File: config.mk
export PLATFORM = sky130hd
export DESIGN_NAME = alu_stream_engine
export DESIGN_NICKNAME = d
export VERILOG_FILES = /design/src/rtl/alu_stream_engine.sv
export SDC_FILE = /design/constraint.sdc
export NUM_CORES = 1
export LEC_CHECK = 0
export CAP_MARGIN = 20
export CORE_UTILIZATION = 45
export CTS_BUF_LIST = sky130_fd_sc_hd__clkbuf_16
export CTS_CLUSTER_SIZE = 8
export DETAILED_ROUTE_END_ITERATION = 16
export GPL_TIMING_DRIVEN = 0
export MAX_ROUTING_LAYER = met4
export PLACE_DENSITY = 0.72
export SLEW_MARGIN = 10
export SYNTH_ARGS = -nofsm -noshare
export SYNTH_HDL_FRONTEND = slang
export SYNTH_SLANG_ARGS = --single-unit
File: constraint.sdc
create_clock -name clk -period 6.3 [get_ports clk]
set_input_delay 0.63 -clock clk [delete_from_list [all_inputs] [get_ports clk]]
set_output_delay 0.63 -clock clk [all_outputs]
set_load 0.005 [all_outputs]
File: src/rtl/alu_stream_engine.sv
`default_nettype none
// ============================================================================
//  Module   : alu_stream_engine
//  Purpose  : Handshaked ALU stage: input FIFO -> multi-cycle ALU -> output
//             FIFO. Takes {op,b,a} commands and returns {err,result}.
//             op: 0=add 1=sub 2=mul 3=div.
//  Ports    : clk, reset (async, active-high)
//             i_in_valid / o_in_ready / i_in_data   command stream
//             o_out_valid / i_out_ready / o_out_data / o_out_err  result stream
//             o_in_level / o_out_level              FIFO occupancies
//  Revision : 1.0  initial release
// ============================================================================
module alu_stream_engine #(
   parameter int DW         = 4,
   parameter int DEPTH      = 8,
   parameter int MUL_CYCLES = 3,
   parameter int DIV_CYCLES = 3
) (
   input  logic                   clk,
   input  logic                   reset,
   input  logic                   i_in_valid,
   output logic                   o_in_ready,
   input  logic [2*DW+1:0]        i_in_data,
   output logic                   o_out_valid,
   input  logic                   i_out_ready,
   output logic [2*DW:0]          o_out_data,
   output logic                   o_out_err,
   output logic [$clog2(DEPTH):0] o_in_level,
   output logic [$clog2(DEPTH):0] o_out_level
);

   localparam int c_AW   = $clog2(DEPTH);
   localparam int c_PW   = c_AW + 1;
   localparam int c_IW   = 2*DW + 2;
   localparam int c_RW   = 2*DW + 1;
   localparam int c_NMAX = (MUL_CYCLES > DIV_CYCLES) ? MUL_CYCLES : DIV_CYCLES;
   localparam int c_CW   = (c_NMAX > 1) ? $clog2(c_NMAX) : 1;
   // Pointers differing only in the wrap bit means the FIFO is full
   localparam logic [c_PW-1:0] c_FULL = {1'b1, {c_AW{1'b0}}};

   // ------------------------------------------------------------------
   // Input FIFO
   // ------------------------------------------------------------------
   logic [c_IW-1:0] r_in_mem [DEPTH];
   logic [c_PW-1:0] r_in_wptr;
   logic [c_PW-1:0] r_in_rptr;
   logic            w_in_full;
   logic            w_in_empty;
   logic            w_in_push;
   logic            w_in_pop;
   logic [c_IW-1:0] w_in_head;

   assign w_in_full  = ((r_in_wptr ^ r_in_rptr) == c_FULL);
   assign w_in_empty = (r_in_wptr == r_in_rptr);
   assign o_in_ready = !w_in_full;
   assign w_in_push  = i_in_valid && !w_in_full;
   assign o_in_level = r_in_wptr - r_in_rptr;
   assign w_in_head  = r_in_mem[r_in_rptr[c_AW-1:0]];

   always_ff @(posedge clk) begin
      if (w_in_push) begin
         r_in_mem[r_in_wptr[c_AW-1:0]] <= i_in_data;
      end
   end

   always_ff @(posedge clk or posedge reset) begin
      if (reset) begin
         r_in_wptr <= '0;
         r_in_rptr <= '0;
      end else begin
         if (w_in_push) r_in_wptr <= r_in_wptr + 1'b1;
         if (w_in_pop)  r_in_rptr <= r_in_rptr + 1'b1;
      end
   end

   // ------------------------------------------------------------------
   // Output FIFO (show-ahead), entries are {err, result}
   // ------------------------------------------------------------------
   logic [c_RW:0]   r_out_mem [DEPTH];
   logic [c_PW-1:0] r_out_wptr;
   logic [c_PW-1:0] r_out_rptr;
   logic            w_out_full;
   logic            w_out_empty;
   logic            w_out_push;
   logic            w_out_pop;
   logic [c_RW:0]   w_out_entry;

   assign w_out_full  = ((r_out_wptr ^ r_out_rptr) == c_FULL);
   assign w_out_empty = (r_out_wptr == r_out_rptr);
   assign o_out_valid = !w_out_empty;
   assign w_out_pop   = !w_out_empty && i_out_ready;
   assign o_out_level = r_out_wptr - r_out_rptr;

   // Memory is not reset, so hide its contents while there is nothing valid
   assign {o_out_err, o_out_data} = w_out_empty ? '0 : r_out_mem[r_out_rptr[c_AW-1:0]];

   always_ff @(posedge clk) begin
      if (w_out_push) begin
         r_out_mem[r_out_wptr[c_AW-1:0]] <= w_out_entry;
      end
   end

   always_ff @(posedge clk or posedge reset) begin
      if (reset) begin
         r_out_wptr <= '0;
         r_out_rptr <= '0;
      end else begin
         if (w_out_push) r_out_wptr <= r_out_wptr + 1'b1;
         if (w_out_pop)  r_out_rptr <= r_out_rptr + 1'b1;
      end
   end

   // ------------------------------------------------------------------
   // ALU control FSM
   // ------------------------------------------------------------------
   typedef enum logic [0:0] {
      S_IDLE = 1'b0,
      S_EXEC = 1'b1
   } state_t;

   state_t          r_state;
   state_t          w_state_nxt;
   logic [c_CW-1:0] r_cnt;
   logic [c_CW-1:0] w_cnt_nxt;
   logic [c_CW-1:0] w_last;
   logic [DW-1:0]   r_a;
   logic [DW-1:0]   r_b;
   logic [1:0]      r_op;
   logic            w_dispatch;
   logic            w_done;

   always_comb begin
      case (r_op)
         2'd2:    w_last = c_CW'(MUL_CYCLES - 1);
         2'd3:    w_last = c_CW'(DIV_CYCLES - 1);
         default: w_last = '0;
      endcase
   end

   // Dispatch only when the output FIFO has a free slot: the single
   // in-flight op therefore always has room when it completes.
   always_comb begin
      w_state_nxt = r_state;
      w_cnt_nxt   = r_cnt;
      w_dispatch  = 1'b0;
      w_done      = 1'b0;
      case (r_state)
         S_IDLE: begin
            if (!w_in_empty && !w_out_full) begin
               w_dispatch  = 1'b1;
               w_cnt_nxt   = '0;
               w_state_nxt = S_EXEC;
            end
         end
         S_EXEC: begin
            if (r_cnt == w_last) begin
               w_done      = 1'b1;
               w_state_nxt = S_IDLE;
            end else begin
               w_cnt_nxt = r_cnt + 1'b1;
            end
         end
         default: w_state_nxt = S_IDLE;
      endcase
   end

   assign w_in_pop   = w_dispatch;
   assign w_out_push = w_done;

   always_ff @(posedge clk or posedge reset) begin
      if (reset) begin
         r_state <= S_IDLE;
         r_cnt   <= '0;
         r_a     <= '0;
         r_b     <= '0;
         r_op    <= '0;
      end else begin
         r_state <= w_state_nxt;
         r_cnt   <= w_cnt_nxt;
         if (w_dispatch) begin
            {r_op, r_b, r_a} <= w_in_head;
         end
      end
   end

   // ------------------------------------------------------------------
   // Arithmetic on the latched operands
   // ------------------------------------------------------------------
   logic [DW:0]     w_sum;
   logic [DW:0]     w_diff;
   logic [2*DW-1:0] w_prod;
   logic [DW-1:0]   w_quot;
   logic [c_RW-1:0] w_res;
   logic            w_err;

   assign w_sum  = {1'b0, r_a} + {1'b0, r_b};
   assign w_diff = {1'b0, r_a} - {1'b0, r_b};
   assign w_prod = {{DW{1'b0}}, r_a} * {{DW{1'b0}}, r_b};
   assign w_quot = (r_b == '0) ? '0 : (r_a / r_b);

   always_comb begin
      w_res = '0;
      w_err = 1'b0;
      case (r_op)
         2'd0: w_res = {{DW{1'b0}}, w_sum};
         2'd1: w_res = {{DW{w_diff[DW]}}, w_diff};
         2'd2: w_res = {1'b0, w_prod};
         default: begin
            if (r_b == '0) begin
               w_res = '1;
               w_err = 1'b1;
            end else begin
               w_res = {{(DW+1){1'b0}}, w_quot};
            end
         end
      endcase
   end

   assign w_out_entry = {w_err, w_res};

endmodule
`default_nettype wire

Yosys cells after proc, flatten, opt, wreduce, memory -nomap -nowiden
Memories as Yosys holds them, arrays and structs flattened. A register that Yosys moved wholly into a read port is not among the register bits.
Index checks and enable logic that the tools add are counted.
{ "totals": {"ff_bits": 19, "latchBits": 0, "ramBits": 160, "mem_bits_ro": 0, "inputBits": 14, "out_inout_bits": 20, "wordCells": 63, "memories": 2} }
{ "memory_table": {"columns": ["memory", "words", "word_bits", "rd", "rd_ports_with_merged_regs", "wr", "line", "text"], "rows": [
  ["r_in_mem", 8, 10, 1, 1, 1, "44", "logic [c_IW-1:0] r_in_mem [DEPTH];"],
  ["r_out_mem", 8, 10, 1, 0, 1, "79", "logic [c_RW:0] r_out_mem [DEPTH];"]
]} }
{ "classes": {"n_addsub": 9, "multipliers": 1, "n_div": 1, "n_lt_le_gt_ge": 0, "n_eq_ne": 10, "shifts": 0, "n_mux": 19, "n_bitwise": 3, "n_reduce_logical": 12} }
{ "op_table": {"columns": ["cell", "n"], "rows": [
  ["$pmux W9 S3", 1],
  ["$add A4 B1 Y4 const B", 4],
  ["$mux W1", 11],
  ["$mux W10", 1],
  ["$mux W9", 1],
  ["$eq A4 B4 Y1", 2],
  ["$eq A4 B4 Y1 const B", 2],
  ["$mul A4 B4 Y8", 1],
  ["$sub A4 B4 Y4", 2],
  ["$xor A4 B4 Y4", 2],
  ["$mux W2", 3],
  ["$add A4 B4 Y5", 1],
  ["$sub A4 B4 Y5", 1],
  ["$div A4 B4 Y4", 1],
  ["$eq A2 B2 Y1 const B", 2],
  ["$logic_not A1 Y1", 4],
  ["$logic_not A4 Y1", 1],
  ["$ne A2 B2 Y1 const B", 2],
  ["$pmux W2 S2", 1],
  ["$logic_and A1 B1 Y1", 3],
  ["$reduce_or A3 Y1", 1],
  ["$add A2 B1 Y2 const B", 1],
  ["$eq A2 B1 Y1 const B", 1],
  ["$eq A2 B2 Y1", 1],
  ["other kinds (5)", 5]
]} }

Logic depth before layout (Yosys ltp)
Gate-level depths: netlist of run 1.
{ "logic_depth": {"word_depth": 8, "ltp_mapped": 18, "mapped_depth_nobuf": 18} }

Least setup slack after synthesis of run 1
OpenSTA, ideal clock, no wires.
{ "synth_timing": {"path_kind": "register to register", "startpoint": "register r_b[0] (read register of r_in_mem)", "endpoint": "memory r_out_mem[0][0] in the netlist's numbering (data pin)", "setup_time_ps": 277, "arrival_time_ps": 3932, "t_required_ps": 6023, "slack_ps": 2091, "path_stages_with_launch": 19, "path_buffers": 0, "synth_period_minus_slack_ps": 4209, "path_cell_list": "dfrtp_1 inv_1 ha_1 nor4b_1 a2bb2oi_1 ha_1 o21a_1 o211ai_1 mux2i_1 inv_1 ha_1 o21a_1 or4_1 a21oi_1 a31oi_1 ha_1 or3_1 a211oi_1 nor2_1"} }
{ "synth_via": {"elab_chain_cells": 3, "word_cells_on_any_way": 7, "classes_between": "2 x add/sub; 1 x mul; 1 x div; 2 x mux; 1 x reduce/logical"} }
{ "synth_rtl": {"columns": ["item", "line", "text"], "rows": [
  ["start, declared", "127", "logic [DW-1:0] r_b;"],
  ["$div A4 B4 Y4 / $logic_not A4 Y1 (equally long branches)", "199, 209", null],
  ["$mux W9", "209", "if (r_b == '0) begin"],
  ["$pmux W9 S3 (*)", "204", "case (r_op)"],
  ["via w_res[0]", "193", "logic [c_RW-1:0] w_res;"],
  ["end, declared", "79", null]
]} }
The timed path passes the listed nets; every way through them passes the cells marked *.

Final worst setup path of run 1
{ "layout_timing": {"startpoint": "register r_b[0] (read register of r_in_mem)", "endpoint": "memory r_out_mem[6][0] in the netlist's numbering (data pin)"} }
Same word-level chain as after synthesis.

==> impl.org, run 1 <==
** Placement
- Port buffering added 33 buffers.
- Final weighted congestion of routability-driven global placement :: 0.8426
- After detailed placement, the design holds a cell count of 888.
- HPWL after DPL :: 12070 µm

** Global routing
- Summed over all layers, the global routing overflow is 0.
- The number of global-route vias before repair came to 5350.
- Pin count of the biggest net entering global routing :: 22
- Antenna violations before repair :: 0
- Global routing consumed, over all layers together, 19.01% of the routing resources.
- Global-route wire length before repair :: 27790 µm

** Drt
- In this run the remaining antenna-violating nets after routing total 0.
- Detailed routing inserted a total of 5028 vias.
- For this block, the initial DRC count from the detailed router was 320.
- In the final routed layout, each cell accounts on average for 18.46 µm.
- The pre-antenna-repair detailed-routing pass consisted of 4 iterations.
- Total length of routed wires :: 16980 µm
- In the routed design, unresolved DRC markers number 0.
- In the routed layout, each cell is associated on average with a via count of 5.465.

** STA
- Fin crit period :: 4851 ps
- Crit share post-route :: 77.00%
- Setup-failing EPs final :: 0
- At the pin with the least slew margin, the transition time is 1126 ps.
- The max-slew violation count is 0.
- Final setup skew :: 12.37 ps
- Setup TNS :: 0 ps
- Max-slew headroom :: 24.65%
- RSZ-0062 raised after global routing :: no
- Static timing analysis puts the maximum clock frequency at 206.1 MHz.
- Final number of hold-violating endpoints :: 0

** Finish
- Count of inserted antenna diode cells :: 0
- Share of layout cells above drive strength 1 :: 15.15%
- Fill cells in the final layout number 1531.
- Highest-count cells in the layout ignoring fill and taps :: sky130_fd_sc_hd__edfxtp_1, sky130_fd_sc_hd__nand2_1, sky130_fd_sc_hd__inv_1, sky130_fd_sc_hd__ha_1, sky130_fd_sc_hd__mux4_2
- Leading cell type in the layout, fill and taps excluded :: sky130_fd_sc_hd__edfxtp_1
- The finished layout holds 920 standard cells, fillers aside.
- The final layout contains 712 nets.
- For this run, the share of the core covered by cells in the final layout is 53.80%.
- Growth of design area from synthesis to finish :: 15.37%

** Die
- Die Area :: 20210 µm²
- Initial core utilization :: 46.63%
- Core footprint :: 18960 µm²
- Row count :: 50
- Horizontal die dimension :: 142.2 µm
- Ports :: 34
- Die Y-Extent :: 142.2 µm

** Critical path
- The worst register-to-register path ends at r_out_mem[6][0].
- Crit path launch type :: flop
- STA puts the critical path data arrival time at 5000 ps.
- Worst-case reg-to-reg path depth :: 18
- Highest net fanout along the worst path :: 10
- Kind of capture point of the worst setup path :: flop
- Endpoint required time on the critical path :: 6450 ps
- The worst setup path is of the flop to flop kind.
- In this run the register-to-register setup slack is 1450 ps.
- Critical R2R Launch :: r_b[0]

** Synthesis
- Synth unique cells :: 49
- Dividing the synthesized area by the synthesized cell count gives 14.98 µm².
- Flip-flop cell with the highest count after synthesis :: sky130_fd_sc_hd__edfxtp_1
- Synthesis Warnings :: 0
- Share of synthesized area occupied by flip-flops and latches :: 62.56%
- Netlist area before placement :: 8840 µm²
- Counting flops with a built-in enable in the synthesized netlist gives 160.
- Register bit total from synthesis :: 189
- In the synthesized netlist the async set-or-reset flop fraction comes to 15.34%.
- The cell count after synthesis came out at 590.
- Post-synth net total :: 655

** Clocking
- The H-tree was split into 4 levels.
- Max Root-Sink Buffers :: 2
- In this run, CTS created clock tree buffers numbering 17.
- After clock tree synthesis, the clock-pin slew on the worst setup and hold paths is 80 ps.
- Latest clock arrival within the worst-skew pair :: 440 ps
- Post-CTS resize count :: 0
- Post-CTS Setup Bufs :: 0
- The tree is rooted in a sky130_fd_sc_hd__clkbuf_16.
- Sinks on Clock Net :: 189
- The number of hold buffers added after CTS was 0.
- Clock tree from TritonCTS :: built

** Power
- Peak supply drop :: 0.3049 mV
- Leakage power :: 3.738 nW
- In this run the power density over the cells is 600.8 nW/µm².

** Hold path
- The tightest min-delay check is of the primary input to async pin type.

** Status
- The run finished with clean final reports.

** Run
- The tool flagged a number of max-cap violations equal to 0.
-- critical path, stage by stage, from the launching register on --
cell,delay [ps]
sky130_fd_sc_hd__dfrtp_1,540
sky130_fd_sc_hd__inv_1,200
sky130_fd_sc_hd__ha_1,190
sky130_fd_sc_hd__nor4b_1,240
sky130_fd_sc_hd__a2bb2oi_1,250
sky130_fd_sc_hd__ha_1,280
sky130_fd_sc_hd__o21a_1,120
sky130_fd_sc_hd__o211ai_1,320
sky130_fd_sc_hd__mux2i_1,280
sky130_fd_sc_hd__inv_1,70
sky130_fd_sc_hd__ha_1,300
sky130_fd_sc_hd__o21a_1,120
sky130_fd_sc_hd__or4_1,410
sky130_fd_sc_hd__a21oi_1,190
sky130_fd_sc_hd__a31oi_1,70
sky130_fd_sc_hd__ha_1,180
sky130_fd_sc_hd__or3_1,380
sky130_fd_sc_hd__a211oi_1,240
sky130_fd_sc_hd__nor2_1,190
-- registers in the layout, indices dropped and copies added (netlist names) --
register	count
r_in_rptr	4
r_in_mem	80
r_in_wptr	4
r_a	4
r_cnt	2
r_out_rptr	4
r_out_mem	80
r_out_wptr	4
r_state	1
r_b	4
r_op	2
-- area by class of cell --
cell class | count | area, µm² | area share (%)
inverter | 42 | 157.7 | 1.546
clock inverter | 15 | 200.2 | 1.963
sequential | 189 | 5530 | 54.23
timing repair buffer | 38 | 387.9 | 3.803
buffer | 22 | 110.1 | 1.080
tap | 260 | 325.3 | 3.190
multi-input combinational | 337 | 3062 | 30.02
clock buffer | 17 | 425.4 | 4.171
-- power breakdown --
group,internal (mW),switching [mW]
logic,1.35,1.61
registers,1.84,0.197
clock network,0.610,0.512
-- metal layers --
metal,vias to the layer above,global-route usage (%),share of wire (%)
met3,26,3.432,3.5
met5,-,-,0
met1,2583,23.48,44
met2,102,31.32,51
met4,0,7.131,1.8
li1,2317,-,-
-- how the worst max path moves through the flow --
stage	to	slack, ps	from	cells past startpoint
final	r_out_mem[6][0]	1450	r_b[0]	18
after global routing	r_out_mem[6][0]	1100	r_b[0]	18
after CTS	r_out_mem[6][0]	1410	r_b[0]	18
after detailed placement	r_out_mem[3][0]	1430	r_b[0]	18
after global placement	r_out_mem[0][0]	1580	r_b[0]	18
after floorplan	r_out_mem[0][0]	2090	r_b[0]	18
-- kinds of logic (layout without fill, tap and decap cells) --
logic type	Yosys count	in the layout	share of synthesized area, %
AO/OA/AOI/OAI	72	72	5.789
XOR/XNOR	24	24	2.378
adder cells (fa/ha/maj)	51	51	7.898
buffers and inverters	64	134	3.029
flip-flops	189	189	62.56
multiplexers	48	48	11.14
AND/OR/NAND/NOR	142	142	7.205
-- per-stage QoR --
| stage | total power, mW | hold slack, ps | setup WS (ps) | instance area [µm²] |
|---|---|---|---|---|
| after global routing | 6.570 | 523.7 | 1103 | 10200 |
| after floorplan | 4.028 | 501.4 | 2091 | 8840 |
| final | 6.127 | 494.5 | 1449 | 10200 |
| after global placement | 4.894 | 524.9 | 1581 | 9495 |
| after detailed placement | 5.050 | 526.1 | 1429 | 9573 |
| after CTS | 6.178 | 494.9 | 1413 | 10200 |
-- cells in the mapped netlist, drive strengths merged (4+ instances only) --
library cell | n | share of area [%]
a21oi | 19 | 1.1
ha | 43 | 6.1
xor2 | 7 | 0.69
a21o | 5 | 0.42
nand2 | 69 | 2.9
a31oi | 11 | 1.2
and3 | 4 | 0.28
nor3 | 8 | 0.45
mux4 | 40 | 10
edfxtp | 160 | 54
mux2i | 5 | 0.57
nand3 | 4 | 0.23
nor2 | 29 | 1.2
clkbuf | 11 | 0.47
xnor2 | 17 | 1.7
fa | 8 | 1.8
nand2b | 10 | 0.71
buf | 11 | 0.78
o21a | 4 | 0.34
o21ai | 15 | 0.85
inv | 42 | 1.8
dfrtp | 29 | 8.2
No activity file was read; power rests on OpenSTA's default activity.
==> inputs of run 2 (changes only) <==
- clock period: 6.3 -> 4.78 ns (I/O delays scaled with it)
==> run 2 against run 1 <==
Effect of this change: core utilization rose by 0.24 points; critical path depth stayed put; via count grew 0.34%; critical endpoint unchanged; worst setup slack got worse by 1300 ps; hold slack worse by 150 ps; flip-flop and latch count stayed put; die area unchanged; clock-buffer cell count did not move; fmax up 4.6%.
==> impl.org, run 2 (synthesis results as in run 1) <==
** Placement
- The post-placement cell area was 9573 µm² (unchanged).
- Quantity of I/O buffers inserted on ports :: 33 (unchanged)
- The count of placed standard cells including taps came to 888 (unchanged).
- The half-perimeter wire length after placement came to 12070 µm (unchanged).
- Final weighted congestion of routability-driven global placement :: 0.8426 (unchanged)

** Die
- Row count :: 50 (unchanged)
- The height of the die came to 142.2 µm (unchanged).
- Horizontal die dimension :: 142.2 µm (unchanged)
- The total I/O pin count came to 34 (unchanged).
- Die Area :: 20210 µm² (unchanged)
- The initial cell density of the core was 46.63% (unchanged).
- Core footprint :: 18960 µm² (unchanged)

** Drt
- The final wirelength came to 17100 µm (was 16980 µm).
- Residual antenna-violating net count after detailed routing :: 0 (unchanged)
- The routed via count is 5045 (was 5028).
- Post-route DRC :: 0 (unchanged)
- The detailed-route vias per instance is 5.460 (was 5.465).
- The wire length per cell after detailed routing came to 18.50 µm (was 18.46 µm).
- Drt first-iter violations :: 365 (was 320)
- The number of search-and-repair iterations in the first detailed-routing pass was 5 (was 4).

** Critical path
- The number of cells traversed by the worst register-to-register path was 18 (unchanged).
- Critical R2R Launch :: r_b[1] (was r_b[0])
- The worst reg-to-reg setup slack was 140 ps (was 1450 ps).
- The endpoint of the worst register-to-register path is r_out_mem[6][0] (unchanged).
- The type of destination of the critical path is a flop (unchanged).
- The data arrival time of the critical path was 4810 ps (was 5000 ps).
- Highest net fanout along the worst path :: 8 (was 10)
- The data required time at the worst endpoint is 4950 ps (was 6450 ps).
- Crit path launch type :: flop (unchanged)
- Type of the worst setup path :: flop to flop (unchanged)

** Finish
- Final Net Count :: 716 (was 712)
- Number of fillers in the final layout :: 1526 (was 1531)
- The most common cell after layout, fill and taps aside is sky130_fd_sc_hd__edfxtp_1 (unchanged).
- The antenna cell count came to 0 (unchanged).
- Share of layout cells above drive strength 1 :: 16.27% (was 15.15%)
- Number of standard cells in the layout, taps in and fillers out :: 924 (was 920)
- Post-route core utilization :: 54.04% (was 53.80%)
- The area taken by flip-flops and latches came to 5532 µm² (was 5530 µm²).
- Highest-count cells in the layout ignoring fill and taps :: sky130_fd_sc_hd__edfxtp_1, sky130_fd_sc_hd__nand2_1, sky130_fd_sc_hd__inv_1, sky130_fd_sc_hd__ha_1, sky130_fd_sc_hd__mux4_2 (unchanged)
- Growth of design area from synthesis to finish :: 15.88% (was 15.37%)
- The total area of multi-input combinational cells was 3075 µm² (was 3062 µm²).
- The post-route cell area came to 10240 µm² (was 10200 µm²).

** Power
- The post-layout total power was 8.133 mW (was 6.127 mW).
- The highest ir drop seen on vdd came to 0.4006 mV (was 0.3049 mV).
- The reported leakage power came to 3.758 nW (was 3.738 nW).
- The power density of the placed cells was 793.9 nW/µm² (was 600.8 nW/µm²).

** STA
- The ratio of final minimum period to clock period came to 97.02% (was 77.00%).
- Setup-failing EPs final :: 0 (unchanged)
- The final critical delay including setup and external delays came to 4637 ps (was 4851 ps).
- Highest attainable clock frequency :: 215.6 MHz (was 206.1 MHz)
- Slew Limit Fails :: 0 (unchanged)
- Worst-margin pin slew :: 1118 ps (was 1126 ps)
- Final setup skew :: 11.55 ps (was 12.37 ps)
- The count of endpoints failing hold in the final timing report is 0 (unchanged).
- Setup TNS :: 0 ps (unchanged)
- The worst-case headroom to the max-slew limit is 25.22% (was 24.65%).

** Clocking
- Latest clock arrival within the worst-skew pair :: 440 ps (about the same)
- The buffer depth of the longest clock path came to 2 (unchanged).
- Clock transition at the register clock pins on the worst setup and hold paths after CTS :: 70 ps (was 80 ps)
- The clock tree root driver cell is sky130_fd_sc_hd__clkbuf_16 (unchanged).
- The number of CTS-inserted buffers is 17 (unchanged).
- The deepest level of the CTS H-tree was 4 (unchanged).
- Clock tree from TritonCTS :: built (unchanged)
- The number of sinks handled by clock tree synthesis is 189 (unchanged).
- Total of hold buffers inserted after clock tree synthesis :: 0 (unchanged)

** Run
- The number of violations of the max-capacitance limit came to 0 (unchanged).

** Status
- Status: complete, no violations (unchanged).

** Global routing
- Number of global-route vias before repair :: 5361 (was 5350)
- The overflow left after global routing came to 0 (unchanged).
- The wire length of the first global-routing pass was 27860 µm (was 27790 µm).
- The largest net degree at the start of global routing came to 22 (unchanged).
- Global-route usage over all layers :: 19.05% (was 19.01%)
- Antenna violations before repair :: 0 (unchanged)

** Hold path
- Worst hold path class :: primary input to async pin (unchanged)
## run 2: cell count changes in the layout (fill, tap and decap cells not counted), sizes merged
cell	previous run	this run
buf	16	20
## run 2: timing repair
action                     CTS  global route
pin swaps                    1             0
buffers inserted             1             3
setup endpoints to repair    8             8
resized for setup            1             3
## run 2: how the worst max path moves through the flow
stage | startpoint | depth (start not counted) | end | slack, ps
6_report | r_b[1] | 18 | r_out_mem[6][0] | 140
5_1_grt | r_b[1] | 17 | r_out_mem[6][0] | -80
4_1_cts | r_b[0] | 18 | r_out_mem[6][0] | 50
3_5_place_dp | r_b[0] | 18 | r_out_mem[3][0] | -90
3_3_place_gp | r_b[0] | 18 | r_out_mem[0][0] | 60
2_1_floorplan | r_b[0] | 18 | r_out_mem[0][0] | 570
## run 2: layout make-up
cell class,count,area share (%)
timing repair buffer,42,4.080
inverter,42,1.539
clock buffer,17,4.153
clock inverter,15,1.954
multi-input combinational,337,30.02
tap,260,3.176
sequential,189,54.00
buffer,22,1.075
## run 2: metal layers
metal	wire length, µm	GRT usage (%)
met5	0	-
met2	8664	31.35
met1	7465	23.57
met4	333	7.131
met3	633	3.432
## run 2: through the flow
step	worst slack, ps	hold slack, ps
floorplan	570.6	501.4
global placement	60.98	524.9
detailed placement	-91.34	526.1
CTS	47.97	342.9
global route	-80.82	371.7
finish	142.5	341.3
## run 2: critical path, stage by stage, from the launching register on
cell                        delay, ps
sky130_fd_sc_hd__dfrtp_1          440
sky130_fd_sc_hd__clkbuf_1         250
sky130_fd_sc_hd__nor3_1           300
sky130_fd_sc_hd__a2bb2oi_1        140
sky130_fd_sc_hd__ha_1             310
sky130_fd_sc_hd__o21a_1           140
sky130_fd_sc_hd__o211ai_1         140
sky130_fd_sc_hd__buf_4            180
sky130_fd_sc_hd__or3_1            390
sky130_fd_sc_hd__nand2_1           90
sky130_fd_sc_hd__ha_1             160
sky130_fd_sc_hd__inv_1             60
sky130_fd_sc_hd__or4_1            510
sky130_fd_sc_hd__a21oi_1          230
sky130_fd_sc_hd__a31oi_1           80
sky130_fd_sc_hd__ha_1             180
sky130_fd_sc_hd__or3_1            400
sky130_fd_sc_hd__a211oi_2         240
sky130_fd_sc_hd__nor2_2           130
## run 2: power by group
group | internal [mW] | total (mW) | switching (mW)
Clock | 0.804 | 1.48 | 0.673
Sequential | 2.42 | 2.67 | 0.251
Combinational | 1.82 | 3.98 | 2.16
